<file path="config.mk">
export PLATFORM = sky130hd
export DESIGN_NAME = xbar_arbiter
export DESIGN_NICKNAME = d
export VERILOG_FILES = /design/src/rtl/xbar_arbiter.sv
export SDC_FILE = /design/constraint.sdc
export NUM_CORES = 1
export LEC_CHECK = 0
export ABC_AREA = 1
export BUFFER_PORTS_ARGS = -buffer_cell sky130_fd_sc_hd__buf_2
export CORE_ASPECT_RATIO = 0.5
export CORE_MARGIN = 1.5
export CORE_UTILIZATION = 25
export DETAILED_ROUTE_END_ITERATION = 10
export HOLD_SLACK_MARGIN = 0.06
export PLACE_DENSITY = 0.44
export SETUP_SLACK_MARGIN = 0.05
export SLEW_MARGIN = 20
export SYNTH_ARGS = -nofsm -noshare
export SYNTH_HDL_FRONTEND = slang
export SYNTH_SLANG_ARGS = --single-unit
</file>
<file path="constraint.sdc">
create_clock -name clk_i -period 1.55 [get_ports clk_i]
set_input_delay 0.155 -clock clk_i [delete_from_list [all_inputs] [get_ports clk_i]]
set_output_delay 0.155 -clock clk_i [all_outputs]
set_load 0.02 [all_outputs]
</file>
<file path="src/rtl/xbar_arbiter.sv">
// Per-destination packet arbiter for a crossbar: each destination port grants one
// source at a time by round-robin and holds the grant until that source's last beat.
module xbar_arbiter #(
   parameter int S_DATA_COUNT = 2,
   parameter int M_DATA_COUNT = 3,
   localparam int T_DEST_WIDTH = $clog2(M_DATA_COUNT)
) (
   input  logic                                   clk_i,
   input  logic                                   rst_i,
   input  logic [S_DATA_COUNT*T_DEST_WIDTH-1:0]   s_dest_i,
   input  logic [S_DATA_COUNT-1:0]                s_valid_i,
   input  logic [S_DATA_COUNT-1:0]                s_last_i,
   output logic [S_DATA_COUNT-1:0]                s_ready_o,
   input  logic [M_DATA_COUNT-1:0]                m_ready_i,
   output logic [M_DATA_COUNT*S_DATA_COUNT-1:0]   req_o,
   output logic [M_DATA_COUNT-1:0]                busy_o
);

   localparam int PW = (S_DATA_COUNT > 2) ? $clog2(S_DATA_COUNT) : 1;

   // busy_o mirrors state_q one bit per destination, so it doubles as the FSM state view.
   typedef enum logic {IDLE = 1'b0, BUSY = 1'b1} state_t;

   state_t                  state_q  [M_DATA_COUNT];
   logic [S_DATA_COUNT-1:0] grant_q  [M_DATA_COUNT];
   logic [PW-1:0]           gidx_q   [M_DATA_COUNT];
   logic [PW-1:0]           rr_ptr_q [M_DATA_COUNT];

   logic [S_DATA_COUNT-1:0] has_grant;
   logic [S_DATA_COUNT-1:0] req_m    [M_DATA_COUNT];
   logic [PW-1:0]           pick_idx [M_DATA_COUNT];
   logic [M_DATA_COUNT-1:0] release_m;

   function automatic logic [PW-1:0] wrap_add(input logic [PW-1:0] base, input int off);
      int t;
      t = int'(base) + off;
      if (t >= S_DATA_COUNT) t = t - S_DATA_COUNT;
      return PW'(t);
   endfunction

   always_comb begin
      for (int s = 0; s < S_DATA_COUNT; s++) begin
         has_grant[s] = 1'b0;
         for (int m = 0; m < M_DATA_COUNT; m++) begin
            has_grant[s] = has_grant[s] | grant_q[m][s];
         end
      end
      for (int m = 0; m < M_DATA_COUNT; m++) begin
         req_m[m] = '0;
         for (int s = 0; s < S_DATA_COUNT; s++) begin
            // Out-of-range destinations never match any m, so they are never granted.
            if (s_valid_i[s] && !has_grant[s] &&
                s_dest_i[s*T_DEST_WIDTH +: T_DEST_WIDTH] == T_DEST_WIDTH'(m))
               req_m[m][s] = 1'b1;
         end
      end
      // Walk offsets high to low so the requester nearest rr_ptr overwrites the rest.
      for (int m = 0; m < M_DATA_COUNT; m++) begin
         pick_idx[m] = rr_ptr_q[m];
         for (int i = S_DATA_COUNT - 1; i >= 0; i--) begin
            if (req_m[m][wrap_add(rr_ptr_q[m], i)])
               pick_idx[m] = wrap_add(rr_ptr_q[m], i);
         end
      end
      for (int m = 0; m < M_DATA_COUNT; m++) begin
         release_m[m] = (state_q[m] == BUSY) && s_valid_i[gidx_q[m]] &&
                        m_ready_i[m] && s_last_i[gidx_q[m]];
      end
   end

   always_ff @(posedge clk_i) begin
      if (rst_i) begin
         for (int m = 0; m < M_DATA_COUNT; m++) begin
            state_q[m]  <= IDLE;
            grant_q[m]  <= '0;
            gidx_q[m]   <= '0;
            rr_ptr_q[m] <= '0;
         end
      end else begin
         for (int m = 0; m < M_DATA_COUNT; m++) begin
            case (state_q[m])
               IDLE: begin
                  if (|req_m[m]) begin
                     grant_q[m] <= S_DATA_COUNT'(1) << pick_idx[m];
                     gidx_q[m]  <= pick_idx[m];
                     state_q[m] <= BUSY;
                  end
               end
               BUSY: begin
                  if (release_m[m]) begin
                     grant_q[m]  <= '0;
                     rr_ptr_q[m] <= wrap_add(gidx_q[m], 1);
                     state_q[m]  <= IDLE;
                  end
               end
               default: state_q[m] <= IDLE;
            endcase
         end
      end
   end

   always_comb begin
      s_ready_o = '0;
      for (int m = 0; m < M_DATA_COUNT; m++) begin
         req_o[m*S_DATA_COUNT +: S_DATA_COUNT] = grant_q[m];
         busy_o[m] = (state_q[m] == BUSY);
         for (int s = 0; s < S_DATA_COUNT; s++) begin
            s_ready_o[s] = s_ready_o[s] | (grant_q[m][s] & m_ready_i[m]);
         end
      end
   end

endmodule

</file>
# --- Word-level counts from Yosys, hierarchy flattened ---
# Memory sizes are Yosys's and may differ from the RTL's.
# Index checks and enable logic that the tools add are counted.
word_totals:
  output_inout_bits: 11
  ff_bits: 0
  ramBits: 15
  wordCells: 198
  memories: 4
mem_list:
  columns: ["name", "words", "width", "rd", "rd_clocked_by_memory_dff", "wr", "line", "rtl"]
  rows:
  - ["grant_q", 3, 2, 3, 0, 3, "25", "logic [S_DATA_COUNT-1:0] grant_q [M_DATA_COUNT];"]
  - ["gidx_q", 3, 1, 3, 0, 3, "26", "logic [PW-1:0] gidx_q [M_DATA_COUNT];"]
  - ["rr_ptr_q", 3, 1, 3, 0, 3, "27", "logic [PW-1:0] rr_ptr_q [M_DATA_COUNT];"]
  - ["state_q", 3, 1, 3, 0, 3, "24", "state_t state_q [M_DATA_COUNT];"]
classes:
  n_shift: 3
  magnitude_cmp: 18
  add_sub_neg: 15
  reduce_logical: 24
  bitwise_logic: 32
  n_eq_ne: 4
  n_mux: 98
op_table:
  columns: ["op", "count"]
  rows:
  - ["$mux W1", 92]
  - ["$or A1 B1 Y1", 26]
  - ["$lt A1 B2 Y1 const B", 9]
  - ["$logic_and A1 B1 Y1", 17]
  - ["$add A1 B1 Y2 const B", 6]
  - ["$ge A2 B2 Y1 const B", 6]
  - ["$mux W2", 6]
  - ["$sub A1 B1 Y1 const B", 9]
  - ["$and A1 B1 Y1", 6]
  - ["$ge A1 B2 Y1 const B", 3]
  - ["$reduce_or A2 Y1", 3]
  - ["$shl A1 B1 Y2 const A", 3]
  - ["$eq A2 B1 Y1 const B", 2]
  - ["$eq A2 B2 Y1 const B", 2]
  - ["$logic_not A2 Y1", 2]
  - ["$logic_not A1 Y1", 2]

# --- Depth between registers and ports, before layout ---
# An unclocked memory read counts as a cell.
depth:
  word_depth: 14
  ltp_mapped: 10
  mapped_depth_nobuf: 10

# --- Least setup slack after synthesis ---
# Ideal clock, no wire load.
synth_path:
  path_kind: "flip-flop to flip-flop"
  from: "memory grant_q[1][1]"
  to: "memory grant_q[0][0] (enable)"
  period_less_slack_ns: 1.437
  path_slack_ns: 0.113
  stages_incl_launch_ff: 8
  arrival_time_ns: 1.135
  cell_sequence: "edfxtp_1 nor2_4 nand3_2 nand2_2 nand3_2 nand2_1 inv_1 nand2_1"
synth_rtl:
  columns: ["element", "line"]
  rows:
  - ["start: declaration", "25"]

==> impl_summary.log <==
INFO  metric power.share.clock = 29.1%
INFO  metric ys.flop_type = edfxtp_1
INFO  metric grtUsageTotal = 13.5%
INFO  metric cts_root_buf = clkbuf_8
INFO  metric replace_congestion = 0.766
INFO  metric r2r_cells = 7
INFO  metric setup_viol_count_final = 0
INFO  metric routed_wire_length_per_instance = 12.2 um
INFO  metric timing.critical_path.required = 1.67 ns
INFO  metric final.period_utilization = 95.7%
INFO  metric outcome = complete, no violations
INFO  metric drt_first_iter_violations = 110
INFO  metric power_per_cell_area = 817 nW/um^2
INFO  metric io-pin-count = 24
INFO  metric die_width = 92.0 um
INFO  metric synthesis.area_per_instance = 7.12 um^2
INFO  metric seq_power_share = 44.4%
INFO  metric synthesis.instances = 139
INFO  metric fin_cells = 228
INFO  metric clock_sink_count = 15
INFO  metric ys_seq_elements = 15
INFO  metric synth.top_cells.by_count = nand2_1, inv_1, nor2_1
INFO  metric antenna_found_initial = 0
INFO  metric drc = 0
INFO  metric area_delta_synth_final = 39.4%
INFO  metric maximum_number_of_pins_on_one_net_before_global_route_repair = 10
INFO  metric r2r_end = grant_q[1][1]
INFO  metric post-dp-hpwl = 2190 um
INFO  metric clock.fmax = 674 MHz
INFO  metric synthesis.nets = 152
INFO  metric p_switching = 0.000364 W
INFO  metric layout_cell_share_with_drive_strength_beyond_1 = 39.0%
INFO  metric synth_async_sr_flop_share = 0%
INFO  metric portBuffers = 23
INFO  metric synth_sequential_area_ratio = 42.5%
INFO  metric final_core_util = 38.3%
INFO  metric final-seq-area = 420 um^2
INFO  metric die_height = 47.5 um
INFO  metric globalRouteOverflowTotal = 0
INFO  metric worst_skew_pair.late_latency = 0.25 ns
INFO  metric core-area = 3600 um^2
INFO  metric design.final.nets = 191
INFO  metric whs = 0.303 ns
INFO  metric synth_edf_count = 12
INFO  metric post_synth_num_cell_types = 19
INFO  metric tightest_slew = 0.295 ns
INFO  metric detail_route.first_pass.iterations = 4
INFO  metric std_cell_rows = 15
INFO  metric count_of_final_max_slew_check_failures = 0
INFO  metric max-vdd-ir-drop = 0.249 mV
INFO  metric htree_num_levels = 1
INFO  metric route.antenna.remaining_nets = 0
INFO  metric tmin_final = 1.48 ns
INFO  metric cts_tree = built
INFO  metric syn_area = 990 um^2
INFO  metric final_hold_violations = 0
INFO  metric multi_input_area = 509 um^2
INFO  metric power_frac_comb = 26.5%
INFO  metric critical_path_destination = grant_q[1][1]
INFO  metric synth_area_leaders = edfxtp_1, nand2_1, inv_1
INFO  metric setup_slack = 0.0666 ns
INFO  metric worst_setup_path_start_kind = register
INFO  metric insertedDiodeCount = 0
INFO  metric via_count = 963
INFO  metric grt_pass1_wl = 4110 um
INFO  metric clk_transition_reported_paths = 0.07 ns
INFO  metric cts_hold_buf = 0
INFO  metric finClkSkew = 0.00881 ns
INFO  metric sw_frac_of_total = 32.3%
INFO  metric power.total = 0.00113 W
INFO  metric avgViaCountPerCell = 4.22
INFO  metric total_number_of_yosys_warnings = 0
INFO  metric netlist.top_cell.by_area = edfxtp_1
INFO  metric worstReg2RegStart = grant_q[1][0]
INFO  metric worst_setup_path_end_kind = register
INFO  metric timing.max_cap.violations = 0
INFO  metric worst_setup_path_startpoint = grant_q[1][0]
INFO  metric totalWireLength = 2790 um
INFO  metric intPower = 0.000764 W
INFO  metric rsz0062_at_grt = yes
INFO  metric synth_top_area_share = 36.4%
INFO  metric initial_utilization = 27.5%
INFO  metric critPathArrivalTime = 1.60 ns
INFO  metric cts-buffers-inserted = 3
INFO  metric dp.cells = 217
INFO  metric first_global_vias = 778
INFO  metric synth_most_common_cell = nand2_1
INFO  metric setup.reg_to_reg.worst_slack = 0.07 ns
INFO  metric min_path_type = input pin to register
INFO  metric category_of_the_critical_setup_timing_path = register to register
INFO  metric dpl_worst_slack = -0.00293 ns
INFO  metric max-clock-path-buffers = 2
INFO  metric crit_fanout = 4
INFO  metric max_slew_margin = 80.3%
INFO  metric p_leak = 0.758 nW
INFO  metric fp.dieArea = 4370 um^2
INFO  metric fillCellCount = 389
[flip-flops by register name, summed over array words and instances, names as in the netlist]
register / flops
state_q: 3
rr_ptr_q: 3
gidx_q: 3
grant_q: 6
[per-stage QoR]
step                      cell area [um^2]  setup TNS, ns
after detailed placement              1200       -0.00293
final                                 1380              0
after floorplan                        990              0
after global routing                  1380        -0.0110
after global placement                1200        -0.0667
after CTS                             1260              0
[per-layer routing]
metal,vias to the layer above,GRT usage [%],wire [um],part of all wire (%)
li1,501,-,-,-
met1,434,20.6,1510,54
met2,26,17.5,1090,39
met3,2,4.60,185,6.6
met4,0,3.69,8,0.29
met5,-,0,0,0
[logic make-up after synthesis]
logic type	Yosys count	share of synthesized area [%]
DFF	15	42.5
buffers and inverters	34	14.0
and+or+nand+nor	82	37.8
AOI/OAI and AO/OA	8	5.69
[cells in the final DEF (no fill, tap or decap), types with 3 or more instances in the layout]
master,count
buf_4,15
nor2_4,4
inv_1,28
nand2_1,33
nand2_2,6
buf_2,23
nand3_2,5
nand3_1,8
clkbuf_8,3
nor2_1,17
dfxtp_1,3
nor2_2,4
edfxtp_1,12
[cell type report]
| class | count | share of cell area (%) |
|---|---|---|
| clock buffer | 3 | 2.99 |
| clock inverter | 1 | 0.363 |
| inverter | 30 | 8.16 |
| multi-input combinational | 90 | 36.9 |
| sequential | 15 | 30.5 |
| tap | 51 | 4.62 |
| timing repair buffer | 38 | 16.5 |
[power by group through the flow]
| stage | registers [W] | clock network (W) | logic [W] |
|---|---|---|---|
| finish | 0.000500 | 0.000329 | 0.000299 |
| global placement | 0.000508 | 0 | 0.000253 |
| global route | 0.000505 | 0.000356 | 0.000329 |
| floorplan | 0.000520 | 0 | 0.000149 |
| CTS | 0.000500 | 0.000335 | 0.000259 |
| detailed placement | 0.000509 | 0 | 0.000251 |
[repair_timing]
item	CTS	global route
setup buffers	1	6
setup endpoints to repair	11	16
resized for setup	2	20
endpoints found under the hold margin	0	0
pin swaps	1	14
[worst min-delay path by stage]
stage,from,slack (ns),cells after the start,to
global route,rst_i,0.33,4,state_q[2]
CTS,rst_i,0.31,4,state_q[2]
floorplan,rst_i,0.36,3,state_q[2]
finish,m_ready_i[2],0.30,4,grant_q[2][0]
detailed placement,rst_i,0.56,4,state_q[2]
global placement,rst_i,0.56,4,state_q[2]
[critical path: stages, from the launching register on]
cell	delay, ns
edfxtp_1	0.46
nor2_4	0.21
nand3_4	0.11
a21oi_4	0.24
nor2_2	0.08
nand2_4	0.09
nand2_4	0.06
nor2_4	0.10
Note: power is estimated with default switching activity, not from simulation.
